==> src/rtl/instr_fetch_pkg.sv <==
// -----------------------------------------------------------------------------
// instr_fetch_pkg
//   Shared definitions for the fetch-control stage.
//   - PS_* : command codes driven to program_counter on its ps input.
//   - fetch_state_t : fetch controller state encoding.
// -----------------------------------------------------------------------------
package instr_fetch_pkg;

  localparam logic [1:0] PS_HOLD   = 2'b00;
  localparam logic [1:0] PS_INC    = 2'b01;
  localparam logic [1:0] PS_LOAD   = 2'b10;
  localparam logic [1:0] PS_OFFSET = 2'b11;

  typedef enum logic [2:0] {
    ST_IDLE  = 3'd0,
    ST_ISSUE = 3'd1,
    ST_REQ   = 3'd2,
    ST_VALID = 3'd3,
    ST_DRAIN = 3'd4
  } fetch_state_t;

endpackage

==> src/rtl/instr_fetch.sv <==
// -----------------------------------------------------------------------------
// instr_fetch
//   Fetch-control stage downstream of program_counter. Reads one instruction
//   per PC value over a req/ack memory handshake, hands it to the decoder over
//   valid/ready, and turns branch redirects into PC load/offset commands.
//
// Ports
//   clk             : clock, all state on posedge
//   rst             : synchronous active-high reset
//   pc_cur          : current PC from program_counter
//   ps              : PC command (hold / increment / load / offset)
//   pc_next         : load value or offset to program_counter
//   imem_req        : instruction read request
//   imem_addr       : read address, frozen while imem_req is high
//   imem_ack        : read complete, imem_rdata valid this cycle
//   imem_rdata      : read data
//   ir              : fetched instruction
//   ir_valid        : ir holds an instruction for the decoder
//   ir_ready        : decoder accepts ir this cycle
//   redirect        : taken-branch pulse
//   redirect_mode   : 0 absolute target, 1 PC-relative offset
//   redirect_target : target address or signed offset
// -----------------------------------------------------------------------------
module instr_fetch
  import instr_fetch_pkg::*;
#(
  parameter int ADDR_W = 32,
  parameter int DATA_W = 32
) (
  input  logic              clk,
  input  logic              rst,
  input  logic [ADDR_W-1:0] pc_cur,
  output logic [1:0]        ps,
  output logic [ADDR_W-1:0] pc_next,
  output logic              imem_req,
  output logic [ADDR_W-1:0] imem_addr,
  input  logic              imem_ack,
  input  logic [DATA_W-1:0] imem_rdata,
  output logic [DATA_W-1:0] ir,
  output logic              ir_valid,
  input  logic              ir_ready,
  input  logic              redirect,
  input  logic              redirect_mode,
  input  logic [ADDR_W-1:0] redirect_target
);

  fetch_state_t state, state_next;

  // Decoded events shared by the state register and the datapath registers.
  logic latch_addr;   // ISSUE exit: capture the PC that will be fetched
  logic take_data;    // accepted ack: instruction is delivered
  logic drop_valid;   // ir leaves the decoder interface

  assign latch_addr = (state == ST_ISSUE) && !redirect;
  assign take_data  = (state == ST_REQ) && imem_ack && !redirect;
  assign drop_valid = (state == ST_VALID) && (redirect || ir_ready);

  // NOTE: sequential state uses non-blocking assignments so every register
  // samples the pre-edge values of its peers.
  always_ff @(posedge clk) begin
    if (rst) begin
      state     <= ST_IDLE;
      imem_addr <= '0;
      ir        <= '0;
      ir_valid  <= 1'b0;
    end else begin
      state <= state_next;
      if (latch_addr) imem_addr <= pc_cur;
      if (take_data) begin
        ir       <= imem_rdata;
        ir_valid <= 1'b1;
      end
      if (drop_valid) ir_valid <= 1'b0;
    end
  end

  // Redirect outranks everything: a branch in REQ abandons the in-flight word
  // (via DRAIN if the ack is still outstanding), and a branch in VALID retracts
  // the instruction even if the decoder was accepting it this cycle.
  // NOTE: every output of this block gets a default first, so no path can
  // leave a value unassigned and infer a latch.
  always_comb begin
    state_next = state;
    ps         = PS_HOLD;
    imem_req   = 1'b0;

    if (redirect) ps = {1'b1, redirect_mode};

    case (state)
      ST_IDLE: state_next = ST_ISSUE;

      // A redirect here keeps us in ISSUE one extra cycle so the address
      // latch sees the PC after program_counter applies the branch.
      ST_ISSUE: state_next = redirect ? ST_ISSUE : ST_REQ;

      ST_REQ: begin
        imem_req = 1'b1;
        if (imem_ack) begin
          if (redirect) begin
            state_next = ST_ISSUE;
          end else begin
            ps         = PS_INC;
            state_next = ST_VALID;
          end
        end else if (redirect) begin
          state_next = ST_DRAIN;
        end
      end

      ST_VALID: if (redirect || ir_ready) state_next = ST_ISSUE;

      // The outstanding read must complete before a new address is issued;
      // its data is discarded. A concurrent redirect only reloads the PC.
      ST_DRAIN: begin
        imem_req = 1'b1;
        if (imem_ack) state_next = ST_ISSUE;
      end

      default: state_next = ST_IDLE;
    endcase

    // Reset abandons any request at once and keeps the PC frozen.
    if (rst) begin
      ps       = PS_HOLD;
      imem_req = 1'b0;
    end
  end

  // Target or offset goes through untouched; program_counter owns arithmetic.
  assign pc_next = redirect_target;

endmodule

==> config.mk <==
export PLATFORM = sky130hd
export DESIGN_NAME = instr_fetch
export DESIGN_NICKNAME = d
export VERILOG_FILES = /design/src/rtl/instr_fetch_pkg.sv /design/src/rtl/instr_fetch.sv
export SDC_FILE = /design/constraint.sdc
export NUM_CORES = 1
export LEC_CHECK = 0
export CAP_MARGIN = 5
export CORE_ASPECT_RATIO = 2
export CORE_UTILIZATION = 23
export DETAILED_ROUTE_END_ITERATION = 16
export GPL_TIMING_DRIVEN = 0
export PLACE_DENSITY = 0.56
export SLEW_MARGIN = 20
export SYNTH_ARGS = -nofsm -noshare
export SYNTH_HDL_FRONTEND = slang
export SYNTH_SLANG_ARGS = --single-unit
==> constraint.sdc <==
create_clock -name clk -period 2.5 [get_ports clk]
set_input_delay 0.5 -clock clk [delete_from_list [all_inputs] [get_ports clk]]
set_output_delay 0.5 -clock clk [all_outputs]
set_load 0.01 [all_outputs]
After elaboration in Yosys (flattened, before gate mapping)
Cells that the tools add are included.
{"block": "classes", "reduce_logical": 10, "n_eq_ne": 7, "n_mux": 14}
{"operator": "case mux 3 bit (5 select lines)", "n": 1}
{"operator": "2-to-1 mux 2 bit", "n": 7}
{"operator": "2-to-1 mux 3 bit", "n": 4}
{"operator": "== test 3 x 2 -> 1 bit, second input constant", "n": 2}
{"operator": "logical AND 1 bit", "n": 4}
{"operator": "OR reduction 2 bit", "n": 2}
{"operator": "== test 3 x 1 -> 1 bit, second input constant", "n": 1}
{"operator": "== test 3 bit, second input constant", "n": 1}
{"operator": "zero test 3 bit", "n": 1}
{"operator": "inequality test 3 bit, second input constant", "n": 1}
{"operator": "AND reduction 3 bit", "n": 1}
{"operator": "2-to-1 mux 1 bit", "n": 2}
{"operator": "inequality test 2 x 1 -> 1 bit, second input constant", "n": 1}
{"operator": "inequality test 2 bit, second input constant", "n": 1}
{"operator": "zero test 1 bit", "n": 1}
{"operator": "logical OR 1 bit", "n": 1}
{"block": "word_totals", "output_inout_bits": 100, "in_bits": 102, "ff_bits": 68, "word_cells": 35}

Depth between registers and ports, before layout
{"block": "depth", "ltp_word": 5, "depth_mapped": 6, "depth_no_buf": 3}

Worst setup path after synthesis
No wires, ideal clock.
{"block": "synth_path", "kind": "input-to-output", "start": "input rst", "end": "output ps[0]", "required_ns": 2.000, "arrival_time_ns": 1.360, "path_stages": 4, "setup_slack_ns": 0.640, "n_path_buf": 3, "path_cell_list": "clkbuf_1 -> clkbuf_1 -> buf_1 -> a21oi_1"}
{"block": "synth_via", "elab_chain_cells": 1}
{"item": "start, declared", "line_no": "instr_fetch.sv:31", "rtl": "input logic rst,"}
{"item": "2-to-1 mux 2 bit", "line_no": "instr_fetch.sv:123", "rtl": "if (rst) begin"}
{"item": "end, declared", "line_no": "instr_fetch.sv:33", "rtl": "output logic [1:0] ps,"}
Every way passes these cells.

Worst setup path in the final report
{"block": "layout_path", "start": "register state[1]", "end": "output ps[0]"}
{"block": "layout_via", "elab_chain_cells": 3}
{"item": "start, declared", "line_no": "instr_fetch.sv:47", "rtl": "fetch_state_t state, state_next;"}
{"item": "start signal, assigned", "line_no": "instr_fetch.sv:67", "rtl": "state <= state_next;"}
{"item": "== test 3 x 2 -> 1 bit", "line_no": "instr_fetch.sv:89", "rtl": "case (state)"}
{"item": "2-to-1 mux 2 bit", "line_no": "instr_fetch.sv:89"}
{"item": "2-to-1 mux 2 bit", "line_no": "instr_fetch.sv:123"}
Every way passes these cells.

==> run summary <==
The capture point of the worst reg-to-reg path is imem_addr[9]. The proportion of register bits with asynchronous set or reset after synthesis is 0. The via count of the first global-routing pass came out at 2768. The quantity of I/O buffers inserted on ports is 167.

STA classifies the critical path endpoint as an output pin. The gate count after technology mapping is 346. The post-placement cell area came out at 4790 sq um.

The element type at the critical path start is a flop. After legalization and detailed placement, the total HPWL measured 6990 um. The die height is 162 um. The number of buffers on the longest clock path is 2. In the synthesized netlist the dominant register cell turns out to be sky130_fd_sc_hd__dfxtp_1. Setup repair after global routing left no endpoint under its margin. The core footprint came out at 12500 sq um.

By area the synthesized netlist is led by sky130_fd_sc_hd__dfxtp_1 46%, sky130_fd_sc_hd__nand2_1 15%, sky130_fd_sc_hd__mux2i_1 11%, sky130_fd_sc_hd__buf_4 8.5%, sky130_fd_sc_hd__a21oi_1 5.8%. The aggregate routed wire length is 8640 um. Compared with the post-synthesis result, the final layout area differs by 75.6%. The number of synthesized flops with an enable pin is 0. Counting the buffers created by CTS gives 9. The worst vdd rail ir drop came out at 0.326 mV. The final setup TNS is 0 ns. The post-CTS setup buffer count is 0. The post-synthesis net count is 448. For this run, the register share of the synthesized area comes to 0.465.

The final instance area came out at 5140 sq um. The count of filler cells inserted in the layout is 1282. The initial antenna violation count was 0. The die span in x is 81.8 um. After detailed routing, the average wire length per cell comes to 12.7 um. The first-pass GRT wire length came out at 13100 um. The number of H-tree levels is 3. The static leakage power is 1.90 nW. The number of detailed-route iterations in the first pass came out at 4.

The number of antenna cells inserted is 0. The total of warnings raised by yosys came out at 0. The number of DRC markers after the initial detailed-route iteration came out at 42. The area share of the largest cell type after synthesis is 0.465. The worst reg-to-reg setup slack is 0.97 ns.

The remaining max-slew budget at the tightest pin is 0.604. The critical path is of the flop to output pin type. The synthesized area per cell is 8.47 sq um. The count of final setup violators is 0.

Tracing the worst setup path back leads to its startpoint at state[1]. The run finished with clean final reports. In this run the critical register-to-register path is launched from state[1].

Clock-pin slew was measured on the worst setup and hold paths at 0.05 ns. The number of cells on the worst reg-to-reg path is 6. Routability-driven placement finished with a final weighted congestion of 0.699.

At the later pin of the worst-skew pair, clock insertion delay measures 0.32 ns. Entering global routing, the biggest net connects 20 pins. The final number of hold-violating endpoints was 0. In the final layout, the share of cells above drive strength 1 is 0.121. The global routing usage summed across all routing layers is 0.131. The vias after detailed routing is 2895. The number of max-slew violations in the final report was 0.

The number of library cell types mapped by synthesis came out at 28. The final worst clock skew is 0.00701 ns. Prior to clock tree synthesis, the placed netlist has a worst setup slack of -0.228 ns. Once routing completed, OpenROAD measured the worst setup slack at 0.195 ns.

The synthesis-stage register bit count is 68. The cell area that synthesis handed to floorplanning was 2930 sq um. The worst hold path passes through 2 cells.

The final layout net count is 625. The post-detailed-route count of antenna-violating nets came out at 0. For this run the aggregate overflow at the end of global routing stands at 0. The via-per-instance ratio is 4.27. The maximum fanout along the worst path came out at 10. The power density over cell area came out at 593 nW/um^2.

The initial utilization of the core area, before any placement, comes to 0.235. The final cycle utilization of the critical path is 0.922. The number of ports placed on the die boundary came out at 202. The smallest clock period supported by the final layout is computed as 2.30 ns. TritonCTS built the clock tree. The critical path ends at ps[0]. The number of remaining DRC errors is 0.

For the pin with the worst max-slew slack, the measured transition is 0.579 ns. The tree is rooted in a sky130_fd_sc_hd__clkbuf_16. Timing would allow up to 434 MHz. The area of the multi-input gates is 1170 sq um. The floorplan die area came out at 13200 sq um.

The reported max-cap violation count came out at 0. The number of hold buffers added after CTS was 0. The largest area contributor in the synthesized netlist is sky130_fd_sc_hd__dfxtp_1. The class of the tightest hold or removal check is flop to flop. The TritonCTS sink count is 68.

The number of core rows is 58. Across the whole layout, storage elements account for 1360 sq um. At the worst endpoint, the arrival time is 1.80 ns. The required time of the worst setup path is 2.00 ns.
synth_stat cells (2+ instances only):
cell                         n
sky130_fd_sc_hd__buf_4      33
sky130_fd_sc_hd__buf_6       6
sky130_fd_sc_hd__nand3_1     2
sky130_fd_sc_hd__nor3_1      3
sky130_fd_sc_hd__inv_1       2
sky130_fd_sc_hd__nor2_1      4
sky130_fd_sc_hd__buf_2       6
sky130_fd_sc_hd__dfxtp_1    68
sky130_fd_sc_hd__clkbuf_1   11
sky130_fd_sc_hd__mux2i_1    32
sky130_fd_sc_hd__nand2_1   116
sky130_fd_sc_hd__nand2b_1   14
sky130_fd_sc_hd__a21oi_1    34
logic make-up after synthesis:
logic type	share of synthesized area
AO/OA/AOI/OAI	0.0769
AND/OR/NAND/NOR	0.209
flip-flops	0.465
buffers and inverters	0.137
XOR/XNOR	0.00299
multiplexers	0.109
registers in the layout, indices dropped and copies added, names as in the netlist:
signal,flops
imem_addr,32
ir,32
state,3
ir_valid,1
timing repair:
item,CTS,global route
endpoints found under the setup margin,2,1
resized for setup,1,2
cloned,0,0
area by class of cell:
class / instances / share of cell area
timing repair buffer: 167 / 0.325
sequential: 68 / 0.265
multi-input combinational: 218 / 0.228
buffer: 56 / 0.0754
clock buffer: 10 / 0.0465
tap: 150 / 0.0365
clock inverter: 6 / 0.0216
inverter: 3 / 0.00219
worst min path at each step:
stage / start / endpoint / slack (ns)
floorplan: ir[0] / ir[0] / 0.48
global placement: imem_addr[11] / imem_addr[11] / 0.44
detailed placement: imem_addr[11] / imem_addr[11] / 0.45
CTS: imem_addr[11] / imem_addr[11] / 0.46
global route: imem_addr[31] / imem_addr[31] / 0.47
finish: imem_addr[21] / imem_addr[21] / 0.45
routing by layer:
| metal | GRT usage | wire length, um | vias up |
|---|---|---|---|
| li1 | - | - | 1434 |
| met1 | 0.115 | 2850 | 1285 |
| met2 | 0.260 | 4850 | 168 |
| met3 | 0.0407 | 845 | 8 |
| met4 | 0.0478 | 97 | 0 |
| met5 | 0 | 0 | - |
cells in the final DEF, fill, tap and decap left out, types with 3 or more instances in the layout:
cell and count:
sky130_fd_sc_hd__clkdlybuf4s50_1 166, sky130_fd_sc_hd__nand2_1 116, sky130_fd_sc_hd__dfxtp_1 68, sky130_fd_sc_hd__a21oi_1 34
sky130_fd_sc_hd__buf_4 33, sky130_fd_sc_hd__mux2i_1 32, sky130_fd_sc_hd__nand2b_1 14, sky130_fd_sc_hd__clkbuf_1 10
sky130_fd_sc_hd__clkbuf_16 9, sky130_fd_sc_hd__buf_2 6, sky130_fd_sc_hd__buf_6 6, sky130_fd_sc_hd__nor2_1 4
sky130_fd_sc_hd__nor3_1 3, sky130_fd_sc_hd__bufinv_16 3
critical path, stage by stage (launching register included):
cell	delay, ns
sky130_fd_sc_hd__dfxtp_1	0.31
sky130_fd_sc_hd__buf_4	0.16
sky130_fd_sc_hd__nor2b_4	0.19
sky130_fd_sc_hd__nand3_1	0.10
sky130_fd_sc_hd__a21oi_1	0.15
sky130_fd_sc_hd__clkdlybuf4s50_1	0.57
report_power, final:
part	internal (mW)	switching [mW]	total, mW
Sequential	1.12	0.0168	1.14
Combinational	0.274	0.170	0.444
Clock	1.00	0.469	1.47
Total	2.39	0.655	3.05
through the flow:
step / hold slack [ns] / total power, mW / instances / util
final: 0.452 / 3.05 / 678 / 0.412
after global routing: 0.471 / 3.19 / 678 / 0.412
after CTS: 0.455 / 3.10 / 678 / 0.411
after global placement: 0.443 / 1.60 / 663 / 0.384
after detailed placement: 0.447 / 1.61 / 663 / 0.384
after floorplan: 0.479 / 1.35 / 346 / -
Power figures use the tool's default switching activity.
